**src/rtl/event_toggle_logger.sv**
```systemverilog
// event_toggle_logger: turns each level change of an upstream toggle flag into
// a one-cycle pulse, keeps saturating event and drop counters, and queues a
// timestamp per event in a first-word-fall-through FIFO.
//
// Ports:
//   clk, rst_n   clock, asynchronous active-low reset
//   toggle_in    upstream event flag; every level change is one event
//   clear        synchronous clear of counters, sticky flag and FIFO
//   evt_pulse    one-cycle pulse per detected event
//   event_count  saturating count of detected events
//   drop_count   saturating count of events lost to a full FIFO
//   overflow     sticky, set on the first dropped event
//   rec_valid    FIFO non-empty
//   rec_ready    consumer accepts the head record
//   rec_ts       timestamp of the head record
//   fifo_level   current FIFO occupancy
module event_toggle_logger #(
  parameter int unsigned CNT_W = 16,
  parameter int unsigned TS_W  = 16,
  parameter int unsigned DEPTH = 4
) (
  input  logic                     clk,
  input  logic                     rst_n,
  input  logic                     toggle_in,
  input  logic                     clear,
  output logic                     evt_pulse,
  output logic [CNT_W-1:0]         event_count,
  output logic [CNT_W-1:0]         drop_count,
  output logic                     overflow,
  output logic                     rec_valid,
  input  logic                     rec_ready,
  output logic [TS_W-1:0]          rec_ts,
  output logic [$clog2(DEPTH):0]   fifo_level
);

  localparam int unsigned AW = $clog2(DEPTH);
  localparam int unsigned LW = AW + 1;

  logic            toggle_q;
  logic [TS_W-1:0] ts;
  logic [TS_W-1:0] mem [DEPTH];
  logic [AW-1:0]   wr_ptr;
  logic [AW-1:0]   rd_ptr;

  logic            det_c;
  logic            pop_c;
  logic            full_c;
  logic            push_c;
  logic            drop_c;
  logic [AW-1:0]   rd_nxt_c;
  logic [LW-1:0]   lvl_nxt_c;
  logic [TS_W-1:0] head_nxt_c;

  // Event detection, FIFO push/pop decisions and next head record.
  always_comb begin
    det_c      = (toggle_in != toggle_q) && !clear;
    pop_c      = rec_valid && rec_ready;
    full_c     = (fifo_level == LW'(DEPTH));
    // A pop on the same edge frees the slot, so a full FIFO still accepts.
    push_c     = det_c && (!full_c || pop_c);
    drop_c     = det_c && full_c && !pop_c;
    rd_nxt_c   = rd_ptr + AW'(pop_c);
    lvl_nxt_c  = fifo_level + LW'(push_c) - LW'(pop_c);
    head_nxt_c = mem[rd_nxt_c];
    // FIFO empty after the pop: the pushed record becomes the head directly.
    if (push_c && (fifo_level == LW'(pop_c))) begin
      head_nxt_c = ts;
    end
    if (lvl_nxt_c == '0) begin
      head_nxt_c = '0;
    end
  end

  // Free-running timestamp and toggle sampling; neither is affected by clear.
  always_ff @(posedge clk or negedge rst_n) begin
    if (!rst_n) begin
      ts       <= '0;
      toggle_q <= 1'b0;
    end else begin
      ts       <= ts + TS_W'(1);
      toggle_q <= toggle_in;
    end
  end

  // Record storage; contents are only observed through valid pointers.
  always_ff @(posedge clk) begin
    if (push_c) begin
      mem[wr_ptr] <= ts;
    end
  end

  // Counters, sticky flag, FIFO pointers and registered outputs.
  always_ff @(posedge clk or negedge rst_n) begin
    if (!rst_n) begin
      evt_pulse   <= 1'b0;
      event_count <= '0;
      drop_count  <= '0;
      overflow    <= 1'b0;
      rec_valid   <= 1'b0;
      rec_ts      <= '0;
      fifo_level  <= '0;
      wr_ptr      <= '0;
      rd_ptr      <= '0;
    end else if (clear) begin
      evt_pulse   <= 1'b0;
      event_count <= '0;
      drop_count  <= '0;
      overflow    <= 1'b0;
      rec_valid   <= 1'b0;
      rec_ts      <= '0;
      fifo_level  <= '0;
      wr_ptr      <= '0;
      rd_ptr      <= '0;
    end else begin
      evt_pulse <= det_c;
      if (det_c && (event_count != '1)) begin
        event_count <= event_count + CNT_W'(1);
      end
      if (drop_c) begin
        overflow <= 1'b1;
        if (drop_count != '1) begin
          drop_count <= drop_count + CNT_W'(1);
        end
      end
      if (push_c) begin
        wr_ptr <= wr_ptr + AW'(1);
      end
      rd_ptr     <= rd_nxt_c;
      fifo_level <= lvl_nxt_c;
      rec_valid  <= (lvl_nxt_c != '0);
      rec_ts     <= head_nxt_c;
    end
  end

endmodule

```
**config.mk**
```make
export PLATFORM = sky130hd
export DESIGN_NAME = event_toggle_logger
export DESIGN_NICKNAME = d
export VERILOG_FILES = /design/src/rtl/event_toggle_logger.sv
export SDC_FILE = /design/constraint.sdc
export NUM_CORES = 1
export LEC_CHECK = 0
export ABC_CLOCK_PERIOD_IN_PS = 3900
export BUFFER_PORTS_ARGS = -buffer_cell sky130_fd_sc_hd__buf_2
export CAP_MARGIN = 10
export CORE_MARGIN = 5
export CORE_UTILIZATION = 30
export CTS_CLUSTER_SIZE = 8
export DETAILED_ROUTE_END_ITERATION = 10
export GPL_ROUTABILITY_DRIVEN = 0
export GPL_TIMING_DRIVEN = 1
export PLACE_DENSITY = 0.56
export SYNTH_ARGS = -nofsm -noshare
export SYNTH_HDL_FRONTEND = slang
export SYNTH_SLANG_ARGS = --single-unit
export TNS_END_PERCENT = 5
```
**constraint.sdc**
```tcl
create_clock -name clk -period 3.9 [get_ports clk]
set_input_delay 0.585 -clock clk [delete_from_list [all_inputs] [get_ports clk]]
set_output_delay 0.585 -clock clk [all_outputs]
set_load 0.02 [all_outputs]
```
==> results of run 1 <==
registers in the layout (all words and copies together) (netlist names), 2 cells and up:
| register | flops |
|---|---|
| ts | 16 |
| wr_ptr | 2 |
| drop_count | 16 |
| rd_ptr | 2 |
| fifo_level | 3 |
| rec_ts | 16 |
| event_count | 16 |
| mem | 64 |
cells by family (layout without fill, tap and decap cells):
group	after synthesis	in the layout	synth area share
DFF	139	139	0.6374
and+or+nand+nor	134	134	0.1184
xor gates and xnor gates	41	41	0.06152
muxes	36	36	0.09490
AOI/OAI and AO/OA	35	35	0.03863
buffers and inverters	27	114	0.02477
adders and majority gates	11	11	0.02435
per-layer routing:
layer  GRT usage  up-vias
li1            -     1701
met1      0.1623     1841
met2      0.1989       64
met3     0.03621        6
met4     0.02448        0
met5           0        -
final timing paths:
check,cells after the start,slack [ns],to
max,13,0.84,rec_ts[15]
min,1,0.33,event_count[6]
max reg2reg,13,0.84,rec_ts[15]
min reg2reg,1,0.49,overflow
max in group asynchronous,1,2.93,rec_ts[5]
min in group clk,1,0.35,toggle_q
critical path: cells and delay by family (launching register included):
family	cells	cell delay (ns)
fa+ha+maj	3	0.84
simple gates	4	0.64
xor+xnor	2	0.54
flops	1	0.42
buf+inv	3	0.23
compound gates	1	0.23
report_power, final:
part           switching [W]  total, W  internal [W]
Sequential         0.0000898   0.00177       0.00168
Clock               0.000598   0.00173       0.00113
Combinational       0.000517  0.000887      0.000369
Total                0.00121   0.00438       0.00317
cell usage after synthesis (all sizes together), types with 2 or more instances:
cell	number	share of area
dfrtp	75	0.31
edfxtp	64	0.32
nor2	40	0.025
xnor2	26	0.038
nand2	22	0.016
mux2i	19	0.032
nand3	19	0.016
mux4	16	0.061
inv	15	0.0094
xor2	15	0.023
nand4	14	0.015
o21ai	14	0.012
ha	10	0.021
and3	9	0.0097
clkbuf	8	0.010
and2	6	0.0063
nor4	6	0.0099
and4	4	0.0059
buf	4	0.0052
nor2b	4	0.0042
nor3	4	0.0034
o21a	4	0.0050
a21oi	3	0.0025
o31ai	3	0.0038
a211o	2	0.0029
or4	2	0.0027
area by class of cell:
type,instances,area (um^2),share of cell area
Sequential cell,139,3799,0.5277
Multi-Input combinational cell,257,2013,0.2797
Clock buffer,19,432.9,0.06014
Timing Repair Buffer,68,367.9,0.05110
Tap cell,265,331.6,0.04606
Clock inverter,12,197.7,0.02746
Inverter,15,56.30,0.007822
stage by stage:
stage / utilization / cell area [um^2]
finish: 0.3686 / 7198
global route: 0.3686 / 7198
CTS: 0.3686 / 7198
detailed placement: 0.3363 / 6568
global placement: 0.3363 / 6568
floorplan: - / 5959
==> impl_metrics.py, run 1 <==
metrics = {
    "sta": {
        "timing.final.crit_share": 0.7837,
        "setup_tns_ns": 0,
        "grt_setup_unrepaired": "no",
        "timing_hold_violations_final": 0,
        "finalMaxSlewViolations": 0,
        "finalWorstSetupSlack_ns": 0.8436,
        "hold_slack_ns": 0.3280,
        "setup_violations": 0,
        "fin_worst_skew_ns": 0.01036,
        "worst_pin_slew_ns": 0.9803,
        "period_needed_ns": 3.056,
        "timing.slew.headroom": 0.3465,
        "fmax_mhz": 327.2,
    },
    "worst_setup_path": {
        "crit_path_kind": "flop to flop",
        "cpMaxStageDelayCell": "dfrtp_1",
        "worst_setup_path_startpoint": "toggle_q",
        "cp_max_fo": 17,
        "crit_required_ns": 4.17,
        "critical_path.cell_chain": "xor2_2, nand2_4, inv_1, o21a_1, inv_1, ha_1, inv_1, ha_1, fa_1, xnor2_1, nand2_1, nand2_2, nor2_1",
        "crit_top_cell": "inv_1",
        "worst_setup_path_end_kind": "flop",
        "worst_ep_arrival_time_ns": 3.33,
        "cp-start-kind": "flop",
        "timing.critical_path.slowest_cell_delay_ns": 0.42,
        "crit-reg2reg-launch": "toggle_q",
    },
    "drt": {
        "wl_per_cell_um": 16.66,
        "first_pass_iters": 4,
        "wl_met3_um": 606,
        "wl_met1_mm": 5.966,
        "drt-vias-per-instance": 4.661,
        "topRoutingLayerUsed": "met4",
        "drc": 0,
        "wirelength_mm": 12.91,
        "wl_met2_mm": 6.263,
        "final_antenna_net_count": 0,
        "detailedRoute.firstIterationViolations": 155,
        "routed-via-count": 3612,
    },
    "clocking": {
        "tritoncts.num_buffers": 17,
        "cts_sinks": 139,
        "maximum_level_of_the_cts_h_tree": 4,
        "path_clk_slew_ns": 0.06,
        "clk_root_buf": "clkbuf_16",
        "post-cts-setup-buffers": 0,
        "cts-hold-fix-buffers": 0,
        "ctsResizeCount": 0,
        "tritoncts_clock_tree": "built",
        "clock_insertion_delay_worst_skew_ns": 0.41,
        "cts-root-to-sink-buffers": 2,
    },
    "final_layout": {
        "syn2layout_area_growth_pct": 20.79,
        "design.final.nets": 514,
        "leading_cell_type_in_the_layout_fill_and_taps_excluded": "dfrtp_1",
        "drive_above_1_share": 0.2373,
        "final_cells": 775,
        "mostFrequentLayoutCells": "dfrtp_1, edfxtp_1, buf_2",
        "insertedDiodeCount": 0,
        "n_fill_cell": 1916,
    },
    "synthesis": {
        "share_of_synthesized_flip_flops_with_an_asynchronous_set_or_reset": 0.5396,
        "synth_cell_type_count": 53,
        "syn_area_per_cell_um2": 14.09,
        "syn-cell-area_mm2": 0.005959,
        "synth_warnings": 0,
        "post_synth_inst_count": 423,
        "synth-edff-count": 64,
        "flops_latches_synth": 139,
        "syn-num-nets": 439,
        "yosysSeqAreaShare": 0.6374,
        "synthFlopType": "dfrtp_1",
    },
    "grt": {
        "vias_in_the_first_global_route": 3822,
        "antenna_found_initial": 0,
        "grt_first_pass_wirelength_mm": 21.39,
        "global_routing_usage_summed_across_all_routing_layers": 0.1219,
        "grt_max_degree": 76,
        "gr-total-overflow": 0,
    },
    "status": {
        "run_status": "complete, no violations",
    },
    "floorplan": {
        "placeableCoreArea_mm2": 0.01953,
        "die-height_um": 150.9,
        "core.rowCount": 51,
        "floorplan.initialDensity": 0.3052,
        "die_width_um": 150.9,
        "die-area_mm2": 0.02278,
        "design.portCount": 59,
    },
    "power_and_ir_drop": {
        "power.density_mw_per_mm2": 608.5,
        "fin_total_pwr_w": 0.004380,
        "power.static_leakage_nw": 2.997,
        "max-vdd-ir-drop_mv": 0.3356,
    },
    "place": {
        "port_buffer_cells": 58,
        "hpwlAfterDp_mm": 8.318,
        "placed_cells_incl_taps": 744,
        "worst_slack_at_placement_ns": 0.5391,
    },
    "hold_path": {
        "type_of_the_worst_min_delay_path": "primary input to asynchronous set/reset pin",
    },
    "flow_run": {
        "max_cap_violations": 0,
    },
}
No activity file was read; power rests on OpenSTA's default activity.
==> run 2, diff against run 1 <==
--- a/config.mk
+++ b/config.mk
@@ -5,7 +5,7 @@
 export SDC_FILE = /design/constraint.sdc
 export NUM_CORES = 1
 export LEC_CHECK = 0
-export ABC_CLOCK_PERIOD_IN_PS = 3900
+export ABC_CLOCK_PERIOD_IN_PS = 2650
 export BUFFER_PORTS_ARGS = -buffer_cell sky130_fd_sc_hd__buf_2
 export CAP_MARGIN = 10
 export CORE_MARGIN = 5
@@ -14,7 +14,7 @@
 export DETAILED_ROUTE_END_ITERATION = 10
 export GPL_ROUTABILITY_DRIVEN = 0
 export GPL_TIMING_DRIVEN = 1
-export PLACE_DENSITY = 0.56
+export PLACE_DENSITY = 0.58
 export SYNTH_ARGS = -nofsm -noshare
 export SYNTH_HDL_FRONTEND = slang
 export SYNTH_SLANG_ARGS = --single-unit
==> constraint.sdc (replaced) <==
create_clock -name clk -period 2.65 [get_ports clk]
set_input_delay 0.3975 -clock clk [delete_from_list [all_inputs] [get_ports clk]]
set_output_delay 0.3975 -clock clk [all_outputs]
set_load 0.02 [all_outputs]
==> impl_metrics.py, run 2 (same netlist as run 1, synthesis figures left out) <==
metrics = {
    "grt": {
        "global_routing_usage_summed_across_all_routing_layers": 0.1224,
        "grt_first_pass_wirelength_mm": 21.43,
        "grt_max_degree": 43,
        "antenna_found_initial": 0,
        "vias_in_the_first_global_route": 3927,
        "gr-total-overflow": 0,
    },
    "place": {
        "hpwlAfterDp_mm": 8.553,
        "post_dp_cell_area_mm2": 0.006685,
        "port_buffer_cells": 58,
    },
    "worst_setup_path": {
        "cp-start-kind": "flop",
        "crit_required_ns": 2.99,
        "timing.critical_path.slowest_cell_delay_ns": 0.55,
        "cp_max_fo": 6,
        "worst_setup_path_end_kind": "flop",
        "worst_ep_arrival_time_ns": 2.91,
        "critical_path.cell_chain": "xor2_2, nand2_4, inv_2, o21a_1, inv_1, ha_1, inv_1, ha_2, fa_2, nor2_1, nand2_1, nand2_4, clkbuf_16, nor2_1",
        "cpMaxStageDelayCell": "fa_2",
        "crit_path_kind": "flop to flop",
    },
    "hold_path": {
        "type_of_the_worst_min_delay_path": "primary input to flop",
    },
    "final_layout": {
        "postLayoutCellArea_mm2": 0.007416,
        "drive_above_1_share": 0.2814,
        "insertedDiodeCount": 0,
        "design.final.nets": 529,
        "final_core_utilization": 0.3798,
        "largest_register_ffs": 64,
        "mostFrequentLayoutCells": "dfrtp_1, edfxtp_1, buf_2",
        "syn2layout_area_growth_pct": 24.44,
        "leading_cell_type_in_the_layout_fill_and_taps_excluded": "dfrtp_1",
        "regMostFlops": "mem",
    },
    "clocking": {
        "cts_sinks": 139,
        "clock_insertion_delay_worst_skew_ns": 0.41,
        "tritoncts_clock_tree": "built",
        "maximum_level_of_the_cts_h_tree": 4,
        "tritoncts.num_buffers": 17,
        "clk_root_buf": "clkbuf_16",
        "path_clk_slew_ns": 0.06,
        "cts-root-to-sink-buffers": 2,
    },
    "sta": {
        "period_needed_ns": 2.575,
        "setup_violations": 0,
        "grt_setup_unrepaired": "yes",
        "timing.slew.headroom": 0.5558,
        "timing.final.crit_share": 0.9717,
        "worst_pin_slew_ns": 0.6594,
        "finalMaxSlewViolations": 0,
        "fmax_mhz": 388.4,
        "timing_hold_violations_final": 0,
        "fin_worst_skew_ns": 0.008572,
    },
    "floorplan": {
        "die-height_um": 150.9,
        "die_width_um": 150.9,
        "die-area_mm2": 0.02278,
        "design.portCount": 59,
        "placeableCoreArea_mm2": 0.01953,
        "core.rowCount": 51,
        "floorplan.initialDensity": 0.3052,
    },
    "power_and_ir_drop": {
        "power.static_leakage_nw": 3.091,
        "net-switching-power_w": 0.001893,
        "seqPwrFrac": 0.382,
        "power.density_mw_per_mm2": 904.6,
        "max-vdd-ir-drop_mv": 0.4861,
        "combinationalPowerShare": 0.243,
        "p_int_w": 0.004815,
        "switching_share": 0.2822,
        "power_frac_clock": 0.375,
    },
    "drt": {
        "wirelength_mm": 13.29,
        "drt-vias-per-instance": 4.665,
        "first_pass_iters": 4,
        "drc": 0,
        "detailedRoute.firstIterationViolations": 256,
        "routed-via-count": 3690,
        "final_antenna_net_count": 0,
        "wl_per_cell_um": 16.80,
    },
    "status": {
        "run_status": "complete, no violations",
    },
    "flow_run": {
        "max_cap_violations": 0,
    },
}
-- run 2: changes by cell type in the layout (fill, tap and decap cells not counted), sizes merged, moves of 2 or more --
cell / before / now
inv: 15 / 17
buf: 68 / 81
clkinvlp: 1 / 3
clkinv: 6 / 4
-- run 2: timing repair --
item / in CTS / in global routing
hold buffers: 1 / 0
setup buffers: 0 / 4
endpoints found under the hold margin: 33 / 0
endpoints found under the setup margin: 0 / 17
gates resized for setup: 0 / 11
-- run 2: power by group through the flow --
stage / logic (W) / clock network (W) / registers [W]
final: 0.00163 / 0.00251 / 0.00256
after CTS: 0.00151 / 0.00257 / 0.00257
after global placement: 0.00148 / 0 / 0.00260
after detailed placement: 0.00150 / 0 / 0.00260
after floorplan: 0.000821 / 0 / 0.00275
after global routing: 0.00179 / 0.00267 / 0.00259
-- run 2: worst max-delay path, delay by kind of cell (launching register included) --
family / cells / cell delay [ns]
buf+inv: 4 / 0.32
compound gates: 1 / 0.13
simple gates: 5 / 0.40
flops: 1 / 0.40
fa+ha+maj: 3 / 0.99
xor+xnor: 1 / 0.25
-- run 2: worst paths after layout --
path	startpoint	to	slack, ns	depth (start not counted)
setup / recovery	toggle_q	rec_ts[7]	0.08	14
hold / removal	toggle_in	toggle_q	0.25	2
setup reg to reg	toggle_q	rec_ts[7]	0.08	14
hold reg to reg	overflow	overflow	0.49	1
max in group asynchronous	rst_n	fifo_level[0]	1.54	3
min in group asynchronous	rst_n	event_count[7]	0.49	2
-- run 2: per-stage QoR --
stage | setup slack (ns) | total power, W | setup TNS [ns] | hold slack (ns) | cells
global route | -0.05850 | 0.007044 | -0.7547 | 0.2423 | 791
detailed placement | -0.009936 | 0.004108 | -0.08531 | 0.3895 | 753
finish | 0.07504 | 0.006709 | 0 | 0.2492 | 791
global placement | 0.02132 | 0.004079 | 0 | 0.3828 | 753
CTS | 0.08944 | 0.006656 | 0 | 0.2331 | 786
floorplan | 0.007517 | 0.003575 | 0 | 0.1019 | 423
-- run 2: cell type report --
type                            instances  area (um^2)
Tap cell                              265        331.6
Timing Repair Buffer                   83        550.5
Clock inverter                         13        191.4
Multi-Input combinational cell        257         2043
Inverter                               15        56.30
Sequential cell                       139         3800
Fill cell                            1877        12110
Clock buffer                           19        442.9
-- run 2: routing by layer --
| metal | wire [um] | vias up | part of all wire | global-route usage |
|---|---|---|---|---|
| met5 | 0 | - | 0 | 0 |
| met4 | 35 | 0 | 0.0026 | 0.03490 |
| met3 | 641 | 2 | 0.048 | 0.03291 |
| met2 | 6662 | 85 | 0.50 | 0.2029 |
| met1 | 5952 | 1872 | 0.45 | 0.1583 |
| li1 | - | 1731 | - | - |
==> run 3, diff against run 2 <==
--- a/config.mk
+++ b/config.mk
@@ -14,7 +14,7 @@
 export DETAILED_ROUTE_END_ITERATION = 10
 export GPL_ROUTABILITY_DRIVEN = 0
 export GPL_TIMING_DRIVEN = 1
-export PLACE_DENSITY = 0.58
+export REMOVE_ABC_BUFFERS = 1
 export SYNTH_ARGS = -nofsm -noshare
 export SYNTH_HDL_FRONTEND = slang
 export SYNTH_SLANG_ARGS = --single-unit
==> impl_metrics.py, run 3 (same netlist as run 1, synthesis figures left out) <==
metrics = {
    "floorplan": {
        "design.portCount": 59,
        "die-area_mm2": 0.02278,
        "core.rowCount": 51,
        "die_width_um": 150.9,
        "die-height_um": 150.9,
        "placeableCoreArea_mm2": 0.01953,
        "floorplan.initialDensity": 0.3052,
    },
    "final_layout": {
        "mostFrequentLayoutCells": "dfrtp_1, edfxtp_1, buf_2",
        "n_fill_cell": 1895,
        "largest_register_ffs": 64,
        "postLayoutCellArea_mm2": 0.007331,
        "final_cells": 788,
        "multi_input_comb_area_mm2": 0.002053,
        "drive_above_1_share": 0.2887,
        "leading_cell_type_in_the_layout_fill_and_taps_excluded": "dfrtp_1",
        "register_area_mm2": 0.003800,
        "syn2layout_area_growth_pct": 23.01,
        "insertedDiodeCount": 0,
        "design.final.nets": 526,
        "regMostFlops": "mem",
    },
    "status": {
        "violations": "hold timing",
        "run_status": "complete, but fails checks",
    },
    "place": {
        "worst_slack_at_placement_ns": -0.02885,
        "port_buffer_cells": 58,
        "placed_cells_incl_taps": 754,
        "hpwlAfterDp_mm": 8.526,
        "post_dp_cell_area_mm2": 0.006680,
    },
    "grt": {
        "grt_first_pass_wirelength_mm": 21.18,
        "gr-total-overflow": 0,
        "global_routing_usage_summed_across_all_routing_layers": 0.1215,
        "antenna_found_initial": 0,
        "vias_in_the_first_global_route": 3904,
        "grt_max_degree": 43,
    },
    "clocking": {
        "tritoncts_clock_tree": "built",
        "maximum_level_of_the_cts_h_tree": 4,
        "clk_root_buf": "clkbuf_16",
        "tritoncts.num_buffers": 17,
        "cts-root-to-sink-buffers": 2,
        "path_clk_slew_ns": 0.07,
        "clock_insertion_delay_worst_skew_ns": 0.42,
        "cts_sinks": 139,
    },
    "worst_setup_path": {
        "crit_top_cell": "inv_1",
        "cp-start-kind": "flop",
        "cp_max_fo": 5,
        "crit_path_kind": "flop to flop",
        "critical_path.cell_chain": "a211o_1, o21a_1, inv_1, ha_1, inv_1, ha_2, fa_2, nor2_2, nand2_2, nand2_4, clkbuf_16, nor2_1",
        "crit_required_ns": 2.96,
        "crit_family": "adder cells",
        "worst_setup_path_end_kind": "flop",
        "cpMaxStageDelayCell": "dfrtp_2",
        "timing.critical_path.slowest_cell_delay_ns": 0.45,
        "worst-path-buf-inv": 3,
        "worst_ep_arrival_time_ns": 2.86,
    },
    "power_and_ir_drop": {
        "power.density_mw_per_mm2": 887.4,
        "power.static_leakage_nw": 3.057,
        "max-vdd-ir-drop_mv": 0.5115,
    },
    "drt": {
        "wirelength_mm": 13.23,
        "drc": 0,
        "wl_per_cell_um": 16.79,
        "detailedRoute.firstIterationViolations": 124,
        "routed-via-count": 3793,
        "first_pass_iters": 4,
        "final_antenna_net_count": 0,
        "drt-vias-per-instance": 4.813,
    },
    "flow_run": {
        "max_cap_violations": 0,
    },
    "sta": {
        "timing.slew.headroom": 0.5268,
        "timing_hold_violations_final": 19,
        "fin_worst_skew_ns": 0.008586,
        "finalMaxSlewViolations": 0,
        "setup_tns_ns": 0,
        "finalWorstSetupSlack_ns": 0.09275,
        "period_needed_ns": 2.557,
        "fmax_mhz": 391.0,
        "timing.final.crit_share": 0.9650,
        "setup_violations": 0,
        "hold_slack_ns": -0.02875,
        "worst_pin_slew_ns": 0.7024,
    },
    "hold_path": {
        "type_of_the_worst_min_delay_path": "primary input to asynchronous set/reset pin",
    },
}
==> run 3: cell count changes in the layout (fill, tap and decap cells not counted), moves of 3 or more <==
| cell | before | now |
|---|---|---|
| bufinv_16 | 4 | 0 |
| inv_6 | 2 | 6 |
| inv_8 | 0 | 4 |
| nor2_1 | 35 | 32 |
| nor2_2 | 5 | 8 |
==> run 3: worst register-to-register path, delay by kind of cell (launching register included) <==
kind                     cells  cell delay [ns]
AND/OR/NAND/NOR              4             0.34
AO/OA/AOI/OAI                2             0.52
adder cells (fa/ha/maj)      3             0.85
flip-flops                   1             0.45
buffers and inverters        3             0.29
==> run 3: final cells by class <==
cell class	instances	share of cell area
clock buffer	17	0.05803
clock inverter	15	0.02065
inverter	15	0.007680
multi-input combinational	257	0.2801
sequential	139	0.5183
tap	265	0.04523
timing repair buffer	80	0.06998
==> run 3: worst paths after layout <==
check	from	depth (start not counted)	slack, ns	endpoint
min	rst_n	1	-0.03	ts[0]
min reg2reg	overflow	1	0.48	overflow
max in group asynchronous	rst_n	2	1.97	ts[9]
max reg2reg	fifo_level[0]	12	0.09	rec_ts[15]
min in group clk	toggle_in	2	0.26	toggle_q
max	fifo_level[0]	12	0.09	rec_ts[15]
==> run 3: layer usage <==
layer	track usage	vias up	routed length, um
met5	0	-	0
met3	0.03291	14	615
met1	0.1575	1962	5940
met2	0.1978	81	6485
li1	-	1736	-
met4	0.04080	0	192
==> run 3: repair_timing <==
action	CTS	global route
hold buffers	0	0
gates resized for setup	0	15
buffers inserted	0	1
setup endpoints to repair	0	17
==> run 3: stage by stage <==
| step | utilization | total power [W] |
|---|---|---|
| global route | 0.3754 | 0.006830 |
| finish | 0.3754 | 0.006505 |
| floorplan | - | 0.003510 |
| CTS | 0.3717 | 0.006425 |
| global placement | 0.3421 | 0.004083 |
| detailed placement | 0.3421 | 0.004113 |
==> run 3: where the power goes <==
| group | internal, W | switching, W | total, W |
|---|---|---|---|
| sequential | 0.00247 | 0.000106 | 0.00257 |
| clock | 0.00125 | 0.00104 | 0.00230 |
| combinational | 0.000752 | 0.000884 | 0.00164 |
| total | 0.00447 | 0.00203 | 0.00650 |
